## config.mk

```make
export PLATFORM = sky130hd
export DESIGN_NAME = wb_bus_arbiter_2m
export DESIGN_NICKNAME = d
export VERILOG_FILES = /design/src/rtl/wb_defs.sv /design/src/rtl/wb_watchdog.sv /design/src/rtl/wb_bus_arbiter_2m.sv
export SDC_FILE = /design/constraint.sdc
export NUM_CORES = 1
export LEC_CHECK = 0
export ABC_AREA = 1
export CAP_MARGIN = 10
export CORE_AREA = 2 2 129 131
export CTS_CLUSTER_SIZE = 12
export DETAILED_ROUTE_END_ITERATION = 16
export DIE_AREA = 0 0 131 133
export PLACE_DENSITY = 0.68
export SLEW_MARGIN = 10
export SYNTH_ARGS = -nofsm -noshare
export SYNTH_HDL_FRONTEND = slang
export SYNTH_SLANG_ARGS = --single-unit
export TNS_END_PERCENT = 50
```

## constraint.sdc

```tcl
create_clock -name clk -period 5 [get_ports clk]
set_input_delay 1.5 -clock clk [delete_from_list [all_inputs] [get_ports clk]]
set_output_delay 1.5 -clock clk [all_outputs]
set_load 0.02 [all_outputs]
```

## src/rtl/wb_defs.sv

```systemverilog
// Shared Wishbone definitions for the two-master memory-bus arbiter:
// cycle/burst type codes, arbiter state encoding and the bundled master request.
package wb_defs;

  localparam logic [2:0] CTI_CLASSIC = 3'b000;
  localparam logic [2:0] CTI_CONST   = 3'b001;
  localparam logic [2:0] CTI_INC     = 3'b010;
  localparam logic [2:0] CTI_END     = 3'b111;

  localparam logic [1:0] BTE_LINEAR  = 2'b00;
  localparam logic [1:0] BTE_WRAP4   = 2'b01;
  localparam logic [1:0] BTE_WRAP8   = 2'b10;
  localparam logic [1:0] BTE_WRAP16  = 2'b11;

  typedef enum logic [1:0] {
    ST_IDLE  = 2'b00,
    ST_GNT0  = 2'b01,
    ST_GNT1  = 2'b10,
    ST_ABORT = 2'b11
  } arb_state_e;

  typedef struct packed {
    logic        cyc;
    logic        stb;
    logic        we;
    logic [29:0] addr;
    logic [2:0]  cti;
    logic [1:0]  bte;
    logic [3:0]  sel;
    logic [31:0] data;
  } wb_req_t;

endpackage

```

## src/rtl/wb_watchdog.sv

```systemverilog
// Bus watchdog: counts consecutive un-acked strobe cycles and flags the cycle
// in which the count has reached TIMEOUT-1 while the strobe is still waiting.
module wb_watchdog #(
  parameter int unsigned TIMEOUT = 256,
  parameter int unsigned CNT_W   = 9
) (
  input  logic clk,
  input  logic rst,
  input  logic clr,
  input  logic run,
  output logic expire
);

  logic [CNT_W-1:0] cnt_q, cnt_d;

  // NOTE: combinational blocks assign a default first so no path can leave a signal unassigned and infer a latch.
  always_comb begin
    cnt_d = cnt_q;
    if (clr) begin
      cnt_d = '0;
    end else if (run) begin
      cnt_d = cnt_q + CNT_W'(1);
    end
  end

  // NOTE: sequential state uses non-blocking assignments so every flop samples pre-edge values.
  always_ff @(posedge clk or negedge rst) begin
    if (!rst) begin
      cnt_q <= '0;
    end else begin
      cnt_q <= cnt_d;
    end
  end

  // run already excludes an ack in this cycle, so a last-moment ack wins.
  assign expire = run && (cnt_q == CNT_W'(TIMEOUT - 1));

endmodule

```

## src/rtl/wb_bus_arbiter_2m.sv

```systemverilog
// Two-master / one-slave Wishbone arbiter: fixed priority for the VGA fetch
// port (m0), starvation protection for the CPU port (m1), watchdog abort.
module wb_bus_arbiter_2m
  import wb_defs::*;
#(
  parameter int unsigned STARVE_LIMIT = 64,
  parameter int unsigned TIMEOUT      = 256,
  parameter int unsigned CNT_W        = 9
) (
  input  logic        clk,
  input  logic        rst,

  input  logic        m0_cyc_i,
  input  logic        m0_stb_i,
  input  logic        m0_we_i,
  input  logic [29:0] m0_addr_i,
  input  logic [2:0]  m0_cti_i,
  input  logic [1:0]  m0_bte_i,
  input  logic [3:0]  m0_sel_i,
  input  logic [31:0] m0_data_i,
  output logic [31:0] m0_data_o,
  output logic        m0_ack_o,
  output logic        m0_err_o,

  input  logic        m1_cyc_i,
  input  logic        m1_stb_i,
  input  logic        m1_we_i,
  input  logic [29:0] m1_addr_i,
  input  logic [2:0]  m1_cti_i,
  input  logic [1:0]  m1_bte_i,
  input  logic [3:0]  m1_sel_i,
  input  logic [31:0] m1_data_i,
  output logic [31:0] m1_data_o,
  output logic        m1_ack_o,
  output logic        m1_err_o,

  output logic        s_cyc_o,
  output logic        s_stb_o,
  output logic        s_we_o,
  output logic [29:0] s_addr_o,
  output logic [2:0]  s_cti_o,
  output logic [1:0]  s_bte_o,
  output logic [3:0]  s_sel_o,
  output logic [31:0] s_data_o,
  input  logic [31:0] s_data_i,
  input  logic        s_ack_i,

  output logic [1:0]  grant_o
);

  arb_state_e       state_q, state_d;
  logic             owner_q, owner_d;   // last granted master, 1 = m1
  logic [CNT_W-1:0] starve_q, starve_d;
  logic             starve_hit;
  logic             wd_run, wd_expire;
  wb_req_t          m0_req, m1_req, bus_req;

  assign m0_req = '{cyc: m0_cyc_i, stb: m0_stb_i, we: m0_we_i, addr: m0_addr_i,
                    cti: m0_cti_i, bte: m0_bte_i, sel: m0_sel_i, data: m0_data_i};
  assign m1_req = '{cyc: m1_cyc_i, stb: m1_stb_i, we: m1_we_i, addr: m1_addr_i,
                    cti: m1_cti_i, bte: m1_bte_i, sel: m1_sel_i, data: m1_data_i};

  assign starve_hit = (starve_q >= CNT_W'(STARVE_LIMIT));

  // State register.
  always_ff @(posedge clk or negedge rst) begin
    if (!rst) begin
      state_q  <= ST_IDLE;
      owner_q  <= 1'b0;
      starve_q <= '0;
    end else begin
      state_q  <= state_d;
      owner_q  <= owner_d;
      starve_q <= starve_d;
    end
  end

  // Next-state: grants are only taken from IDLE, so a live cycle is never split.
  always_comb begin
    state_d = state_q;
    owner_d = owner_q;
    case (state_q)
      ST_IDLE: begin
        if (m1_cyc_i && starve_hit) begin
          state_d = ST_GNT1;
          owner_d = 1'b1;
        end else if (m0_cyc_i) begin
          state_d = ST_GNT0;
          owner_d = 1'b0;
        end else if (m1_cyc_i) begin
          state_d = ST_GNT1;
          owner_d = 1'b1;
        end
      end
      ST_GNT0: begin
        if (!m0_cyc_i)      state_d = ST_IDLE;
        else if (wd_expire) state_d = ST_ABORT;
      end
      ST_GNT1: begin
        if (!m1_cyc_i)      state_d = ST_IDLE;
        else if (wd_expire) state_d = ST_ABORT;
      end
      default: state_d = ST_IDLE;
    endcase
  end

  // Starvation counter: accumulates while m1 waits behind m0, cleared as m1 wins.
  always_comb begin
    starve_d = starve_q;
    if (state_q == ST_GNT0 && m1_cyc_i && starve_q != '1) begin
      starve_d = starve_q + CNT_W'(1);
    end
    if (state_d == ST_GNT1 && state_q != ST_GNT1) begin
      starve_d = '0;
    end
  end

  // Outputs: bus mux, ack routing and abort error, all decoded from the registered state.
  always_comb begin
    bus_req  = '0;
    grant_o  = 2'b00;
    m0_ack_o = 1'b0;
    m1_ack_o = 1'b0;
    m0_err_o = 1'b0;
    m1_err_o = 1'b0;
    case (state_q)
      ST_GNT0: begin
        bus_req  = m0_req;
        grant_o  = 2'b01;
        m0_ack_o = s_ack_i;
      end
      ST_GNT1: begin
        bus_req  = m1_req;
        grant_o  = 2'b10;
        m1_ack_o = s_ack_i;
      end
      ST_ABORT: begin
        m0_err_o = ~owner_q;
        m1_err_o = owner_q;
      end
      default: ;
    endcase
  end

  assign s_cyc_o  = bus_req.cyc;
  assign s_stb_o  = bus_req.cyc & bus_req.stb;
  assign s_we_o   = bus_req.we;
  assign s_addr_o = bus_req.addr;
  assign s_cti_o  = bus_req.cti;
  assign s_bte_o  = bus_req.bte;
  assign s_sel_o  = bus_req.sel;
  assign s_data_o = bus_req.data;

  assign m0_data_o = s_data_i;
  assign m1_data_o = s_data_i;

  // s_stb_o is only ever high in a grant state, so it alone qualifies the watchdog.
  assign wd_run = s_stb_o & ~s_ack_i;

  wb_watchdog #(
    .TIMEOUT (TIMEOUT),
    .CNT_W   (CNT_W)
  ) u_watchdog (
    .clk    (clk),
    .rst    (rst),
    .clr    (~wd_run),
    .run    (wd_run),
    .expire (wd_expire)
  );

endmodule
```

=== After elaboration in Yosys (flattened, before gate mapping) ===
Index checks and enable logic that the tools add are counted.
W data, S select, Z words.

* Flip-flop bits (word level): 21
* Bits of input ports: 183

* Magnitude comparators: 1
* Reductions and logical operators: 9
* $add $sub $neg: 2
* Bitwise gates (word level): 4
* Mux-type cells: 19
* Eq/ne operators: 7

{| class="wikitable"
|+ Operator list
! operator !! count
|-
| $pmux W74 S2 || 1
|-
| $mux W9 || 3
|-
| $add A9 B1 Y9 const B || 2
|-
| $mux W2 || 6
|-
| $eq A9 B8 Y1 const B || 1
|-
| $ge A9 B7 Y1 const B || 1
|-
| $ne A9 B9 Y1 const B || 1
|-
| $mux W1 || 7
|-
| $eq A2 B2 Y1 const B || 3
|-
| $pmux W2 S3 || 1
|-
| $logic_and A1 B1 Y1 || 5
|-
| $pmux W2 S2 || 1
|-
| $reduce_bool A3 Y1 || 1
|-
| $and A1 B1 Y1 || 2
|-
| $eq A2 B1 Y1 const B || 1
|-
| $logic_not A2 Y1 || 1
|-
| $ne A2 B2 Y1 const B || 1
|-
| $not A1 Y1 || 2
|-
| $reduce_and A2 Y1 || 1
|-
| $reduce_bool A2 Y1 || 1
|}

=== Logic depth before layout (Yosys ltp) ===
Gate-level depths: netlist of run 1.

* Word-level depth: 11
* Gate-level depth with buffers: 15

=== Cells and area by module ===
From an unflattened synthesis of run 1, not the netlist that was laid out.

* Cell total of the unflattened synthesis: 485
* Area total of the unflattened synthesis: 2,850.2 um^2

{| class="wikitable"
|+ Modules (own cells, without submodules)
! module !! cells an instance !! instances !! area an instance (um^2) !! seq. area each (um^2)
|-
| wb_bus_arbiter_2m || 417 || 1 || 2,348.5 || 300.3
|-
| wb_watchdog || 68 || 1 || 501.7 || 225.2
|}

=== Worst setup path before layout of run 1 ===
No wires, ideal clock.

* Path type: input port to output port
* Start point: input port m0_addr_i[2]
* End point: output port s_addr_o[2]
* Stages: 2
* Slack: 1,581 ps
* Path buffers: 0
* Arrival time: 1,919 ps
* Cells stage by stage: nand2_1 > a21oi_1

* Cells in the longest elaborated chain, start to end: 1

{| class="wikitable"
|+ RTL lines
! what !! RTL line !! source
|-
| from (decl) || wb_bus_arbiter_2m.sv:16 || <nowiki>input logic [29:0] m0_addr_i,</nowiki>
|-
| $pmux W74 S2 || wb_bus_arbiter_2m.sv:126 || <nowiki>case (state_q)</nowiki>
|-
| to (decl) || wb_bus_arbiter_2m.sv:40 || <nowiki>output logic [29:0] s_addr_o,</nowiki>
|}

No other way between the ends.

=== Worst setup path in the final report of run 1 ===
* Start point: input port m1_cyc_i
* End point: output port s_stb_o

* Cells in the longest elaborated chain, start to end: 2

{| class="wikitable"
|+ RTL lines
! what !! RTL line !! source
|-
| from (decl) || wb_bus_arbiter_2m.sv:25 || <nowiki>input logic m1_cyc_i,</nowiki>
|-
| $pmux W74 S2 || wb_bus_arbiter_2m.sv:126 ||
|-
| $and A1 B1 Y1 || wb_bus_arbiter_2m.sv:146 || <nowiki>assign s_stb_o = bus_req.cyc & bus_req.stb;</nowiki>
|-
| to (decl) || wb_bus_arbiter_2m.sv:38 || <nowiki>output logic s_stb_o,</nowiki>
|}

No other way between the ends.

==> results of run 1 <==
[registers in the layout, summed over array words and instances (netlist names)]
signal	count
u_watchdog.cnt_q	9
owner_q	1
state_q	2
starve_q	9
[worst max-delay path by stage]
stage             startpoint      endpoint  slack [ns]  cells past startpoint
2_1_floorplan   m0_addr_i[2]   s_addr_o[2]        1.58                      2
6_report            m1_cyc_i       s_stb_o        0.46                      6
3_5_place_dp   m0_data_i[29]  s_data_o[29]        0.45                      4
3_3_place_gp   m0_data_i[29]  s_data_o[29]        0.42                      4
4_1_cts             m1_cyc_i       s_stb_o        0.44                      6
5_1_grt             m1_cyc_i       s_stb_o        0.35                      6
[cells in the mapped netlist, drive strengths merged, types with 2 or more instances]
cell | count | area, sq um
nand2 | 176 | 683
a21oi | 75 | 375
buf | 64 | 480
nor2 | 25 | 150
clkbuf | 23 | 86.3
inv | 23 | 86.3
dfrtp | 21 | 526
ha | 12 | 150
xor2 | 7 | 61.3
nand3 | 6 | 40.0
o21ai | 4 | 20.0
and3 | 2 | 12.5
mux2 | 2 | 22.5
nor3 | 2 | 15.0
[critical path: cells and delay by family]
family | cells | cell delay (ns)
AND/OR/NAND/NOR | 4 | 0.38
buffers and inverters | 2 | 1.17
[power by group through the flow]
stage          sequential [mW]  clock (mW)  combinational, mW
4_1_cts                  0.219       0.180               1.71
2_1_floorplan            0.216           0              0.970
6_report                 0.219       0.174               1.67
3_5_place_dp             0.223           0               1.70
3_3_place_gp             0.222           0               1.69
5_1_grt                  0.223       0.187               1.83
[layer usage]
| metal | track usage [%] | up-vias |
|---|---|---|
| li1 | - | 1646 |
| met1 | 15.9 | 1392 |
| met2 | 19.5 | 177 |
| met3 | 4.97 | 19 |
| met4 | 2.19 | 0 |
| met5 | 0 | - |
[placed cells by master, fill, tap and decap left out, drive strengths merged]
cell type	instances
nor3	2
nor2	25
mux2	2
o31ai	1
dfrtp	21
clkbuf	3
nand4	1
nand2	176
a21oi	75
nand3	6
o21bai	1
ha	12
xnor2	1
xor2	7
a31oi	1
inv	23
and3	2
buf	4
clkinvlp	1
o21ai	4
o21a	1
clkdlybuf4s50	230
nor3b	1
[area by class of cell]
class	instances	area, sq um
fill	1776	11200
clock buffer	3	75.1
clock inverter	1	7.51
sequential	21	526
inverter	23	86.3
tap	220	275
multi-input combinational	318	1590
timing repair buffer	234	2380
[cell families (layout without fill, tap and decap cells)]
| group | count (synthesis) | count (layout) |
|---|---|---|
| AND/OR/NAND/NOR | 213 | 213 |
| buffers and inverters | 110 | 261 |
| AO/OA/AOI/OAI | 83 | 83 |
| flip-flops | 21 | 21 |
| adder cells (fa/ha/maj) | 12 | 12 |
| XOR/XNOR | 8 | 8 |
| multiplexers | 2 | 2 |
==> flow_summary.toml, run 1 <==
[synthesis]
synth_ff_type = "dfrtp_1"
synth_fa_ha_area_share_pct = 5.44
synth_compound_area_share_pct = 15.4
synth_top_family_by_area = "simple AND/OR/NAND/NOR gates"
synth_edf_count = 0
synth_seq_cells = 21
syn_area_per_cell_sq_um = 6.15
yosysSeqAreaShare_pct = 19.0
muxShareOfSynthArea_pct = 0.816
yosys.area_share.simple_pct = 33.1
netlist_area_sq_mm = 0.00276
syn_nets = 644
yosys.cell_types.count = 29
synthXorXnorAreaFrac_pct = 2.54
yosys_warnings = 0
async_reset_ff_share_pct = 100
syn_inst = 449

[layout]
final_area_sq_mm = 0.00494
area_growth_pct = 78.9
drive_above_1_share_pct = 6.00
fin_util_pct = 30.5
layout.cells.non_filler = 820
finalNetCount = 796
diodes = 0

[clocking]
cts_tree = "yes"
clk_latency_ns = 0.26
numClockSinks = 21
holdBufCountCts = 0
cts.htree.levels = 1
clk_pin_slew_ns = 0.06
cts_root_buf = "clkbuf_16"
cts_buffer_depth = 2
cts_resized = 0
post-cts-setup-buffers = 0
cts_buffers = 3

[hold_path]
holdPathEnd = "u_watchdog.cnt_q[0]"
hold_depth = 1
min-delay-start = "u_watchdog.cnt_q[0]"
hold_path.class = "register to register"

[die]
core_area_sq_mm = 0.0162
fp.dieW_um = 131
dieArea_sq_mm = 0.0174
rows = 47
fp.dieH_um = 133
start_util_pct = 17.1
io_pins = 327

[power]
p_int_uw = 987
switchingPower_mw = 1.08
power_mw = 2.07
power.share.sequential_pct = 10.6
pwr-share-comb_pct = 81.0
ir_drop_uv = 170
power_per_cell_area_mw_per_mm2 = 418
power_frac_clock_pct = 8.4
switching_share_pct = 52.2
leakage_nw = 1.84

[setup_path]
start_kind = "input pin"
r2r_start = "state_q[1]"
cpMostUsedCell = "clkdlybuf4s50_1"
r2r_cells = 14
rrSetupSlack_ns = 2.62
cp_slowest_cell = "clkdlybuf4s50_1"
worst_path_largest_cell_delay_ns = 0.61
cp-end-kind = "output port"
crit_chain = "clkdlybuf4s50_1 > nand2_1 > nand2_2 > nand2_4 > nor2_4 > clkdlybuf4s50_1"
regToRegEndpoint = "starve_q[0]"
crit_fanout = 6
worst-setup-path-type = "input pin to output port"
arrival_ns = 3.04
cp_data_required_time_ns = 3.50

[detailed_routing]
route.met2.wl_um = 5170
wl_met1_um = 5040
first_iter_violations = 119
viasPerCell = 3.94
wl_met3_um = 1240
top_layer = "met4"
wl_um = 11600
dr_total_vias = 3234
dr.pass1.iters = 4
drtAntennaViolNets = 0
wl_per_cell_um = 14.1
drc = 0

[timing]
hold_violations = 0
fin_crit_sh_pct = 90.8
drv_slew = 0
period_minus_slack_ns = 4.54
worst_pin_slew_ns = 0.998
fin_hold_ws_ns = 0.469
fmax_mhz = 220
fin_skew_ns = 0.00523
fin_setup_tns_ns = 0
setup_viol = 0
setup_slack_ns = 0.460
max_slew_margin_pct = 33.3
rsz0062_at_grt = "false"

[status]
outcome = "finished, final reports clean"

[grt]
grt_max_degree = 77
grt_usage_pct = 12.3
grt_pass1_vias = 3005
antenna_found_initial = 0
overflow = 0
grt_pass1_wl_um = 16600

[placement]
gp_congestion = 0.728
dpl_cell_area_sq_mm = 0.00486
hpwl_um = 9490
port_buffers = 230
dp_slack_ns = 0.447
dp.cells = 816

[run]
maxCapViolCount = 0
Power figures use the tool's default switching activity.
==> run 2, diff against run 1 <==
--- a/config.mk
+++ b/config.mk
@@ -7,11 +7,11 @@
 export LEC_CHECK = 0
 export ABC_AREA = 1
 export CAP_MARGIN = 10
-export CORE_AREA = 2 2 129 131
+export CORE_AREA = 3 3 126 128
 export CTS_CLUSTER_SIZE = 12
 export DETAILED_ROUTE_END_ITERATION = 16
-export DIE_AREA = 0 0 131 133
-export PLACE_DENSITY = 0.68
+export DIE_AREA = 0 0 129 131
+export PLACE_DENSITY = 0.71
 export SLEW_MARGIN = 10
 export SYNTH_ARGS = -nofsm -noshare
 export SYNTH_HDL_FRONTEND = slang
==> run 2 against run 1 <==
Effect of this change:
- final area decreased by 1.5%
- sequential power hardly changed
- wire length fell by 0.48%
- register-to-register slack gained 0.13 ns
- non-clock buffer count is 1 higher
- sequential share of layout area is 0.16 points higher
- combinational power down 3%
- clock-buffer cell count grew 1
- setup slack worse by 0.042 ns
- core utilization rose by 1.9 points
- critical path depth unchanged
- largest cell class unchanged
==> flow_summary.toml, run 2 (same netlist as run 1, synthesis figures left out) <==
[power]
power_per_cell_area_mw_per_mm2 = 412
power_frac_clock_pct = 8.4
switching_share_pct = 52.3
ir_drop_uv = 188
switchingPower_mw = 1.05
power.share.sequential_pct = 10.9
pwr-share-comb_pct = 80.7
leakage_nw = 1.84
p_int_uw = 957

[grt]
overflow = 0
grt_usage_pct = 12.1
grt_pass1_vias = 2907
antenna_found_initial = 0
grt_max_degree = 77
grt_pass1_wl_um = 15900

[timing]
rsz0062_at_grt = "false"
fin_crit_sh_pct = 91.6
setup_viol = 0
hold_violations = 0
period_minus_slack_ns = 4.58
max_slew_margin_pct = 35.6
fin_setup_tns_ns = 0
drv_slew = 0
worst_pin_slew_ns = 0.963
fmax_mhz = 218
fin_hold_ws_ns = 0.458
fin_skew_ns = 0.00303

[setup_path]
cp_slowest_cell = "clkdlybuf4s50_1"
cp_data_required_time_ns = 3.50
worst-setup-path-type = "input pin to output port"
start_kind = "input pin"
worst_path_largest_cell_delay_ns = 0.63
crit_chain = "clkdlybuf4s50_1 > nand2_1 > nand2_2 > nand2_4 > nor2_4 > clkdlybuf4s50_1"
arrival_ns = 3.08
cpMostUsedCell = "clkdlybuf4s50_1"
cp-end-kind = "output port"
crit_fanout = 6

[layout]
finalNetCount = 797
area_growth_pct = 76.2
diodes = 0
final_cell_mix = "230 x clkdlybuf4s50_1, 171 x nand2_1, 75 x a21oi_1"
reg.largest.list = "starve_q: 9 flops, u_watchdog.cnt_q: 9 flops, state_q: 2 flops"
filler_cell_count = 1584
final_common_cell = "clkdlybuf4s50_1"
drive_above_1_share_pct = 5.99

[clocking]
numClockSinks = 21
post-cts-setup-buffers = 0
cts_resized = 0
cts_tree = "yes"
cts_buffers = 3
cts.htree.levels = 1
holdBufCountCts = 0
clk_latency_ns = 0.25
clk_pin_slew_ns = 0.05
cts_root_buf = "clkbuf_16"
cts_buffer_depth = 2

[placement]
gp_congestion = 0.761
port_buffers = 230
hpwl_um = 9560

[die]
io_pins = 327
core_area_sq_mm = 0.0150
rows = 45
fp.dieH_um = 131
dieArea_sq_mm = 0.0169
start_util_pct = 18.4
fp.dieW_um = 129

[detailed_routing]
dr.pass1.iters = 4
drtAntennaViolNets = 0
wl_um = 11500
wl_per_cell_um = 14.6
dr_total_vias = 3197
viasPerCell = 4.05
drc = 0
first_iter_violations = 178

[hold_path]
hold_path.class = "register to register"

[status]
outcome = "finished, final reports clean"

[run]
maxCapViolCount = 0
run 2: cell count changes in the layout (fill, tap and decap cells not counted):
cell and change:
clkinvlp_4 -1, clkbuf_1 +1, buf_12 -3, buf_4 +4
run 2: critical path: cells and delay by family:
kind          cells  cell delay (ns)
simple gates      4             0.39
buf+inv           2             1.19
run 2: power by group through the flow:
stage                     clock, mW  combinational, mW  sequential (mW)
after global placement            0               1.65            0.221
after floorplan                   0              0.970            0.216
after detailed placement          0               1.65            0.223
after global routing          0.181               1.76            0.224
after CTS                     0.170               1.66            0.220
final                         0.168               1.62            0.219
run 2: path summary, 6_finish.rpt:
path                                startpoint             endpoint  slack, ns  cells after the start
hold reg to reg            u_watchdog.cnt_q[0]  u_watchdog.cnt_q[0]       0.46                      1
setup reg to reg                    state_q[0]          starve_q[6]       2.75                     14
setup / recovery                      m1_cyc_i              s_stb_o       0.42                      6
hold / removal             u_watchdog.cnt_q[0]  u_watchdog.cnt_q[0]       0.46                      1
min in group asynchronous                  rst          starve_q[2]       1.78                      1
max in group asynchronous                  rst           state_q[1]       2.63                      1
run 2: through the flow:
stage	cell area [sq um]	utilization [%]	setup WS, ns	power (mW)	std cells
finish	4860	32.5	0.418	2.01	789
global route	4860	32.5	0.341	2.16	789
CTS	4860	32.5	0.407	2.05	789
detailed placement	4790	32.0	0.417	1.88	785
global placement	4790	32.0	0.421	1.87	785
floorplan	2760	-	1.58	1.19	449
run 2: layout make-up:
class	instances	area, sq um	area share, %
flip-flops and latches	21	526	10.8
multi-input cells	318	1590	32.6
clock buffers	4	78.8	1.62
inverters	23	86.3	1.77
repair buffers	235	2350	48.4
well taps	188	235	4.84
run 2: metal layers:
| layer | vias to the layer above | wire length [um] | track usage (%) |
|---|---|---|---|
| met1 | 1369 | 4240 | 13.5 |
| met4 | 0 | 139 | 2.41 |
| met5 | - | 0 | 0 |
| met2 | 150 | 6060 | 22.2 |
| met3 | 29 | 1070 | 4.31 |
| li1 | 1649 | - | - |
